### src/rtl/uart_pkg.sv
// Shared UART definitions: frame state encoding, default geometry and
// data-length clamping used by both the TX and RX framers.
package uart_pkg;

  localparam int UART_MAX_DATA_BITS = 9;
  localparam int UART_IDX_W         = 4;

  typedef enum logic [2:0] {
    IDLE   = 3'd0,
    START  = 3'd1,
    DATA   = 3'd2,
    PARITY = 3'd3,
    STOP   = 3'd4
  } uart_state_e;

  // Out-of-range lengths snap to the nearest legal value rather than erroring.
  function automatic logic [3:0] clamp_data_bits(input logic [3:0] cfg, input int max_bits);
    logic [3:0] res;
    if (cfg < 4'd5) begin
      res = 4'd5;
    end else if (int'(cfg) > max_bits) begin
      res = 4'(max_bits);
    end else begin
      res = cfg;
    end
    return res;
  endfunction

endpackage

### src/rtl/uart_parity_gen.sv
// Parity over the low 'len' bits of a data word; bits above the length are masked off.
module uart_parity_gen #(
  parameter int W = 9
) (
  input  logic [W-1:0] data,
  input  logic [3:0]   len,
  input  logic         odd,
  output logic         parity
);

  logic [W-1:0] mask_s;

  function automatic logic masked_parity(input logic [W-1:0] d, input logic [W-1:0] m);
    return ^(d & m);
  endfunction

  for (genvar g = 0; g < W; g++) begin : g_mask
    assign mask_s[g] = (len > 4'(g));
  end

  assign parity = masked_parity(data, mask_s) ^ odd;

endmodule

### src/rtl/uart_tx_framer.sv
// Runtime-configurable UART transmit framer: one word per valid/ready handshake,
// serialised LSB first on a registered tx line, one bit per baud_tick.
module uart_tx_framer
  import uart_pkg::*;
#(
  parameter int MAX_DATA_BITS = UART_MAX_DATA_BITS,
  parameter int IDX_W         = UART_IDX_W
) (
  input  logic                     clk,
  input  logic                     rst,
  input  logic                     baud_tick,
  input  logic                     tx_valid,
  input  logic [MAX_DATA_BITS-1:0] tx_data,
  output logic                     tx_ready,
  input  logic [3:0]               cfg_data_bits,
  input  logic                     cfg_parity_en,
  input  logic                     cfg_parity_odd,
  input  logic                     cfg_two_stop,
  output logic                     tx,
  output logic [IDX_W-1:0]         bit_idx,
  output logic                     busy,
  output logic                     done
);

  uart_state_e              state_r;
  logic [MAX_DATA_BITS-1:0] data_r;
  logic [MAX_DATA_BITS-1:0] shift_r;
  logic [3:0]               len_r;
  logic                     par_en_r;
  logic                     par_odd_r;
  logic                     two_stop_r;
  logic [3:0]               data_cnt_r;
  logic                     stop_cnt_r;
  logic                     tx_r;
  logic [IDX_W-1:0]         bit_idx_r;
  logic                     busy_r;
  logic                     done_r;
  logic                     parity_s;

  // Parity is derived from the latched word, so cfg/data changes mid-frame cannot reach tx.
  uart_parity_gen #(.W(MAX_DATA_BITS)) u_parity (
    .data   (data_r),
    .len    (len_r),
    .odd    (par_odd_r),
    .parity (parity_s)
  );

  assign tx_ready = (state_r == IDLE);
  assign tx       = tx_r;
  assign bit_idx  = bit_idx_r;
  assign busy     = busy_r;
  assign done     = done_r;

  // Frame sequencer: handshake, bit shifting, position counting and completion pulse.
  always_ff @(posedge clk) begin
    if (rst) begin
      state_r    <= IDLE;
      data_r     <= '0;
      shift_r    <= '0;
      len_r      <= 4'd0;
      par_en_r   <= 1'b0;
      par_odd_r  <= 1'b0;
      two_stop_r <= 1'b0;
      data_cnt_r <= 4'd0;
      stop_cnt_r <= 1'b0;
      tx_r       <= 1'b1;
      bit_idx_r  <= '0;
      busy_r     <= 1'b0;
      done_r     <= 1'b0;
    end else begin
      done_r <= 1'b0;
      case (state_r)
        IDLE: begin
          // A baud_tick coincident with accept is deliberately not consumed here.
          if (tx_valid) begin
            data_r     <= tx_data;
            shift_r    <= tx_data;
            len_r      <= clamp_data_bits(cfg_data_bits, MAX_DATA_BITS);
            par_en_r   <= cfg_parity_en;
            par_odd_r  <= cfg_parity_odd;
            two_stop_r <= cfg_two_stop;
            data_cnt_r <= 4'd0;
            stop_cnt_r <= 1'b0;
            state_r    <= START;
            tx_r       <= 1'b0;
            busy_r     <= 1'b1;
            bit_idx_r  <= '0;
          end
        end
        START: begin
          if (baud_tick) begin
            state_r    <= DATA;
            tx_r       <= shift_r[0];
            data_cnt_r <= 4'd0;
            bit_idx_r  <= bit_idx_r + IDX_W'(1);
          end
        end
        DATA: begin
          if (baud_tick) begin
            bit_idx_r <= bit_idx_r + IDX_W'(1);
            if (data_cnt_r == (len_r - 4'd1)) begin
              stop_cnt_r <= 1'b0;
              if (par_en_r) begin
                state_r <= PARITY;
                tx_r    <= parity_s;
              end else begin
                state_r <= STOP;
                tx_r    <= 1'b1;
              end
            end else begin
              data_cnt_r <= data_cnt_r + 4'd1;
              shift_r    <= shift_r >> 1;
              tx_r       <= shift_r[1];
            end
          end
        end
        PARITY: begin
          if (baud_tick) begin
            state_r    <= STOP;
            tx_r       <= 1'b1;
            stop_cnt_r <= 1'b0;
            bit_idx_r  <= bit_idx_r + IDX_W'(1);
          end
        end
        STOP: begin
          if (baud_tick) begin
            if (two_stop_r && !stop_cnt_r) begin
              stop_cnt_r <= 1'b1;
              bit_idx_r  <= bit_idx_r + IDX_W'(1);
            end else begin
              state_r   <= IDLE;
              busy_r    <= 1'b0;
              bit_idx_r <= '0;
              done_r    <= 1'b1;
            end
          end
        end
        default: begin
          state_r <= IDLE;
          tx_r    <= 1'b1;
          busy_r  <= 1'b0;
        end
      endcase
    end
  end

endmodule

### config.mk
export PLATFORM = sky130hd
export DESIGN_NAME = uart_tx_framer
export DESIGN_NICKNAME = d
export VERILOG_FILES = /design/src/rtl/uart_pkg.sv /design/src/rtl/uart_parity_gen.sv /design/src/rtl/uart_tx_framer.sv
export SDC_FILE = /design/constraint.sdc
export NUM_CORES = 1
export LEC_CHECK = 0
export CORE_MARGIN = 10
export CORE_UTILIZATION = 50
export DETAILED_ROUTE_END_ITERATION = 7
export GPL_TIMING_DRIVEN = 0
export PLACE_DENSITY_LB_ADDON = 0.3
export SYNTH_ARGS = -nofsm -noshare
export SYNTH_HDL_FRONTEND = slang
export SYNTH_SLANG_ARGS = --single-unit
### constraint.sdc
create_clock -name clk -period 2.3 [get_ports clk]
set_input_delay 0.345 -clock clk [delete_from_list [all_inputs] [get_ports clk]]
set_output_delay 0.345 -clock clk [all_outputs]
set_load 0.02 [all_outputs]
**After elaboration in Yosys (flattened, before gate mapping)**

Cells that the tools add are included.

- Bits in registers: 40
- Input bits: 20
- Output and inout port bits: 8
- Logic and storage cells: 107

- Add/subtract/negate cells: 3
- $lt $le $gt $ge: 11
- Eq/ne operators: 15
- Muxes and demuxes: 42
- Bitwise operators: 5
- Reduce and logical (&&, ||, !) cells: 18

Operator list:

| kind | count |
|---|---|
| 2-to-1 mux 4 bit | 9 |
| 2-to-1 mux 9 bit | 3 |
| 2-to-1 mux 3 bit | 8 |
| one-hot mux 4 bit (3 select lines) | 2 |
| != test 2 bit (second input constant) | 9 |
| one-hot mux 9 bit (2 select lines) | 1 |
| greater-than comparator 4 x 3 -> 1 bit (second input constant) | 4 |
| 2-to-1 mux 1 bit | 15 |
| one-hot mux 3 bit (5 select lines) | 1 |
| AND reduction 7 bit | 2 |
| AND reduction 4 bit | 3 |
| AND reduction 5 bit | 2 |
| bitwise AND 9 bit | 1 |
| XOR reduction 9 bit | 1 |
| adder 4 x 1 -> 4 bit (second input constant) | 2 |
| greater-than comparator 4 x 1 -> 1 bit (second input constant) | 2 |
| greater-than comparator 4 x 2 -> 1 bit (second input constant) | 2 |
| greater-than comparator 4 bit (second input constant) | 2 |
| equality test 3 x 2 -> 1 bit (second input constant) | 2 |
| nonzero test 3 bit | 2 |
| OR reduction 3 bit | 2 |
| one-hot mux 1 bit (5 select lines) | 1 |
| equality test 4 bit | 1 |
| less-than comparator 4 x 3 -> 1 bit (second input constant) | 1 |
| other kinds (14) | 16 |

**Logic depth before layout (Yosys ltp)**

- Word-level depth: 8
- Gate-level depth with buffers: 9

**By module**

Synthesis repeated with hierarchy kept, for this count alone.

- Cell total of the unflattened synthesis: 265
- Area total of the unflattened synthesis: 2188.3 um^2

Modules (own cells, without submodules):

| module | times used | cells an instance | area an instance (um^2) | seq. area each (um^2) |
|---|---|---|---|---|
| uart_tx_framer | 1 | 242 | 1988.2 | 800.8 |
| uart_parity_gen | 1 | 23 | 200.2 | 0.0 |

**Worst setup path after synthesis**

Ideal clock, no wire load.

- Path type: reg-to-reg
- Start: reg len_r[0]
- End: reg shift_r[6]
- Setup time: 88 ps
- Data arrival time: 1986 ps
- Slack: 226 ps
- Cell stages (with the launch flop): 10
- Buffers on the path: 1
- Period minus slack after synthesis: 2074 ps
- Path through: dfxtp_1 > inv_1 > ha_1 > xor2_1 > nand3_2 > nor2_2 > a2111oi_4 > buf_6 > nor2_1 > a311oi_2

- Cells in the longest elaborated chain, start to end: 4

Ends and longest elaborated chain:

| what | line | text |
|---|---|---|
| start: declaration | uart_tx_framer.sv:28 | `logic [3:0] len_r;` |
| start signal: assignment | uart_tx_framer.sv:78 | `len_r <= clamp_data_bits(cfg_data_bits, MAX_DATA_BITS);` |
| subtractor 4 x 1 -> 4 bit | uart_tx_framer.sv:101 | `if (data_cnt_r == (len_r - 4'd1)) begin` |
| equality test 4 bit | uart_tx_framer.sv:101 |  |
| != test 2 bit (no line) | -- |  |
| AND reduction 4 bit (no line) | -- |  |
| end signal: assignment | uart_tx_framer.sv:77 | `shift_r <= tx_data;` |
| end signal: assignment | uart_tx_framer.sv:112 | `shift_r <= shift_r >> 1;` |
| end: declaration | uart_tx_framer.sv:27 | `logic [MAX_DATA_BITS-1:0] shift_r;` |

No other way between the ends.
A chain may end at the register's enable or synchronous reset.

**Worst setup path after layout**

- Start: reg len_r[1]
- End: reg shift_r[6]

The elaborated chain is that of the path after synthesis.

==> qor.yml <==
setup_path:
  arrival_ns: 2.36
  reg2reg_depth: 9
  cp-start-kind: "flop"
  reg2reg_from: "len_r[1]$_SDFFE_PP0P_"
  r2r_setup_slack_ns: 0.15
  crit_path_max_fanout: 10
  reg2reg_to: "shift_r[6]$_SDFFE_PP0P_"
  critPathRequiredTime_ns: 2.51
  end_kind: "flop"
  critPathKind: "reg -> reg"
routing:
  drc_errors: 0
  first_pass_iters: 4
  wl_um: 5100
  wl_per_cell_um: 14.0
  ant_nets: 0
  num_vias: 2022
  avgViaCountPerCell: 5.57
  drt-initial-drc-count: 210
cts:
  cts_tree: "done"
  h-tree-depth: 2
  worstSkewPairLatency_ns: 0.30
  clock_path_buffers: 2
  cts_inserted_buffers: 5
  cts_sinks: 40
  cts.clk_slew.worst_paths_ns: 0.07
  root_buffer: "clkbuf_8"
min_path:
  min_to: "data_r[5]$_SDFFE_PP0P_"
  worstHoldStart: "data_r[5]$_SDFFE_PP0P_"
  min_path_type: "reg -> reg"
  hold_depth: 2
placement:
  place.gp.congestion: 0.880
  dpl.hpwl_um: 3760
  io_buffers: 25
synth:
  syn-num-nets: 301
  yosysTopAreaCell: "dfxtp_1"
  synthArstFlopShare: 0
  syn_area_mm2: 0.00216
  synth_area_leaders: "dfxtp_1, nand2_1, a21oi_1"
  syn_avg_cell_area_um2: 7.78
  ys_types: 45
  syn_inst: 277
  ys.flop_type: "dfxtp_1"
  ys_ff_latch: 40
  synth_edf_count: 0
  ys_warn_count: 0
  synth_top_area_frac: 0.371
  ys_seq_area_frac: 0.371
power:
  finalPower_uw: 2810
  powerDensity_mw_per_mm2: 1080
  vdd.ir_drop.worst_mv: 0.580
  p_leak_uw: 0.000978
floorplan:
  io_pins: 28
  coreArea_mm2: 0.00409
  initial_utilization: 0.528
  dieHeight_um: 85.7
  dieArea_mm2: 0.00734
  die_w_um: 85.7
  rows: 23
layout:
  drive_above_1_share: 0.0895
  final_cell_mix: "nand2_1, dfxtp_1, nor2_1, a21oi_1, clkdlybuf4s50_1"
  syn_to_final_growth_pct: 20.5
  antenna_cells: 0
  final_common_cell: "nand2_1"
  nets: 336
timing:
  slew_headroom: 0.598
  final.setup.tns_ns: 0
  slew_violations: 0
  fin_hold_ws_ns: 0.465
  setup_viol: 0
  grt_setup_unrepaired: "no"
  min_period_ns: 2.15
  hold_violations: 0
  worstMarginPinSlew_ns: 0.603
  skew_ns: 0.00889
  fmax_ghz: 0.466
  finalCritPeriodShare: 0.934
global_routing:
  grt_pass1_vias: 1800
  overflow: 0
  antenna_found_initial: 0
  grt_max_degree: 12
  track_usage: 0.139
  grt_pass1_wl_um: 8430
run_status:
  status: "completed"
flow_run:
  cap_violations: 0
## per-stage QoR
stage	setup WS [ns]	utilization	cell area, um2	instances
6_report	0.152	0.636	2600	363
5_1_grt	0.0187	0.636	2600	363
4_1_cts	0.104	0.632	2580	363
3_5_place_dp	-0.0568	0.604	2470	352
3_3_place_gp	-0.0349	0.604	2470	352
2_1_floorplan	0.226	-	2160	277
## what timing repair did
item,CTS,global route
resized for setup,0,6
endpoints found under the setup margin,2,25
hold buffers,0,0
pin swaps,1,0
setup buffers,3,0
## how the worst max path moves through the flow
| stage | from | endpoint | slack, ns | depth (start not counted) |
|---|---|---|---|---|
| 2_1_floorplan | len_r[0]$_SDFFE_PP0P_ | shift_r[6]$_SDFFE_PP0P_ | 0.23 | 9 |
| 3_3_place_gp | len_r[0]$_SDFFE_PP0P_ | shift_r[6]$_SDFFE_PP0P_ | -0.03 | 9 |
| 3_5_place_dp | len_r[0]$_SDFFE_PP0P_ | shift_r[6]$_SDFFE_PP0P_ | -0.06 | 9 |
| 4_1_cts | len_r[0]$_SDFFE_PP0P_ | data_cnt_r[3]$_SDFFE_PP0P_ | 0.10 | 7 |
| 5_1_grt | len_r[1]$_SDFFE_PP0P_ | shift_r[2]$_SDFFE_PP0P_ | 0.02 | 9 |
| 6_report | len_r[1]$_SDFFE_PP0P_ | shift_r[6]$_SDFFE_PP0P_ | 0.15 | 9 |
## power by group
group | leakage, uW | total [uW] | internal, uW | switching, uW
clock network | 0.0000455 | 481 | 245 | 236
logic | 0.000604 | 1350 | 582 | 766
registers | 0.000328 | 980 | 863 | 117
## cell usage after synthesis (3+ instances only)
| cell | n |
|---|---|
| a211oi_1 | 3 |
| a21o_1 | 3 |
| a21oi_1 | 27 |
| a311oi_1 | 6 |
| a31oi_1 | 3 |
| clkbuf_1 | 11 |
| dfxtp_1 | 40 |
| ha_1 | 4 |
| inv_1 | 7 |
| mux2i_1 | 4 |
| nand2_1 | 56 |
| nand2b_1 | 9 |
| nand3_1 | 5 |
| nor2_1 | 32 |
| nor3_1 | 7 |
| o211ai_1 | 3 |
| o21ai_0 | 10 |
| or2_2 | 3 |
| xnor2_1 | 7 |
| xor2_1 | 4 |
## cell type report
class	count	area [um2]
fillers	381	1490
multi-input cells	213	1260
flip-flops and latches	40	802
repair buffers	28	273
clock buffers	8	90.1
plain buffers	17	82.6
well taps	50	62.6
inverters	7	26.3
## cells by family (layout without fill, tap and decap cells)
family / count (synthesis) / after routing / synth area share
and+or+nand+nor: 125 / 125 / 0.258
AOI/OAI and AO/OA: 66 / 66 / 0.208
DFF: 40 / 40 / 0.371
buffers and inverters: 24 / 60 / 0.0499
xor gates and xnor gates: 13 / 13 / 0.0656
muxes: 5 / 5 / 0.0238
adders and majority gates: 4 / 4 / 0.0232
## metal layers
| metal | track usage | wire, um | up-vias |
|---|---|---|---|
| met5 | 0 | 0 | - |
| met4 | 0.0584 | 82 | 0 |
| met3 | 0.0416 | 278 | 6 |
| met2 | 0.211 | 2260 | 49 |
| met1 | 0.178 | 2480 | 947 |
| li1 | - | - | 1020 |
## state kept, by name, indices dropped and copies added, names as in the netlist
signal	flops
data_r	9
shift_r	9
bit_idx	4
data_cnt_r	4
len_r	4
state_r	3
busy	1
done	1
par_en_r	1
par_odd_r	1
stop_cnt_r	1
two_stop_r	1
tx	1
## critical path: stages, from the launching register on
cell,delay [ns]
dfxtp_1,0.43
inv_1,0.09
ha_1,0.23
xnor3_1,0.20
nand3_2,0.13
nor2_4,0.06
a2111oi_4,0.43
buf_6,0.20
nor2_1,0.06
a311oi_2,0.22
Note: power is estimated with default switching activity, not from simulation.
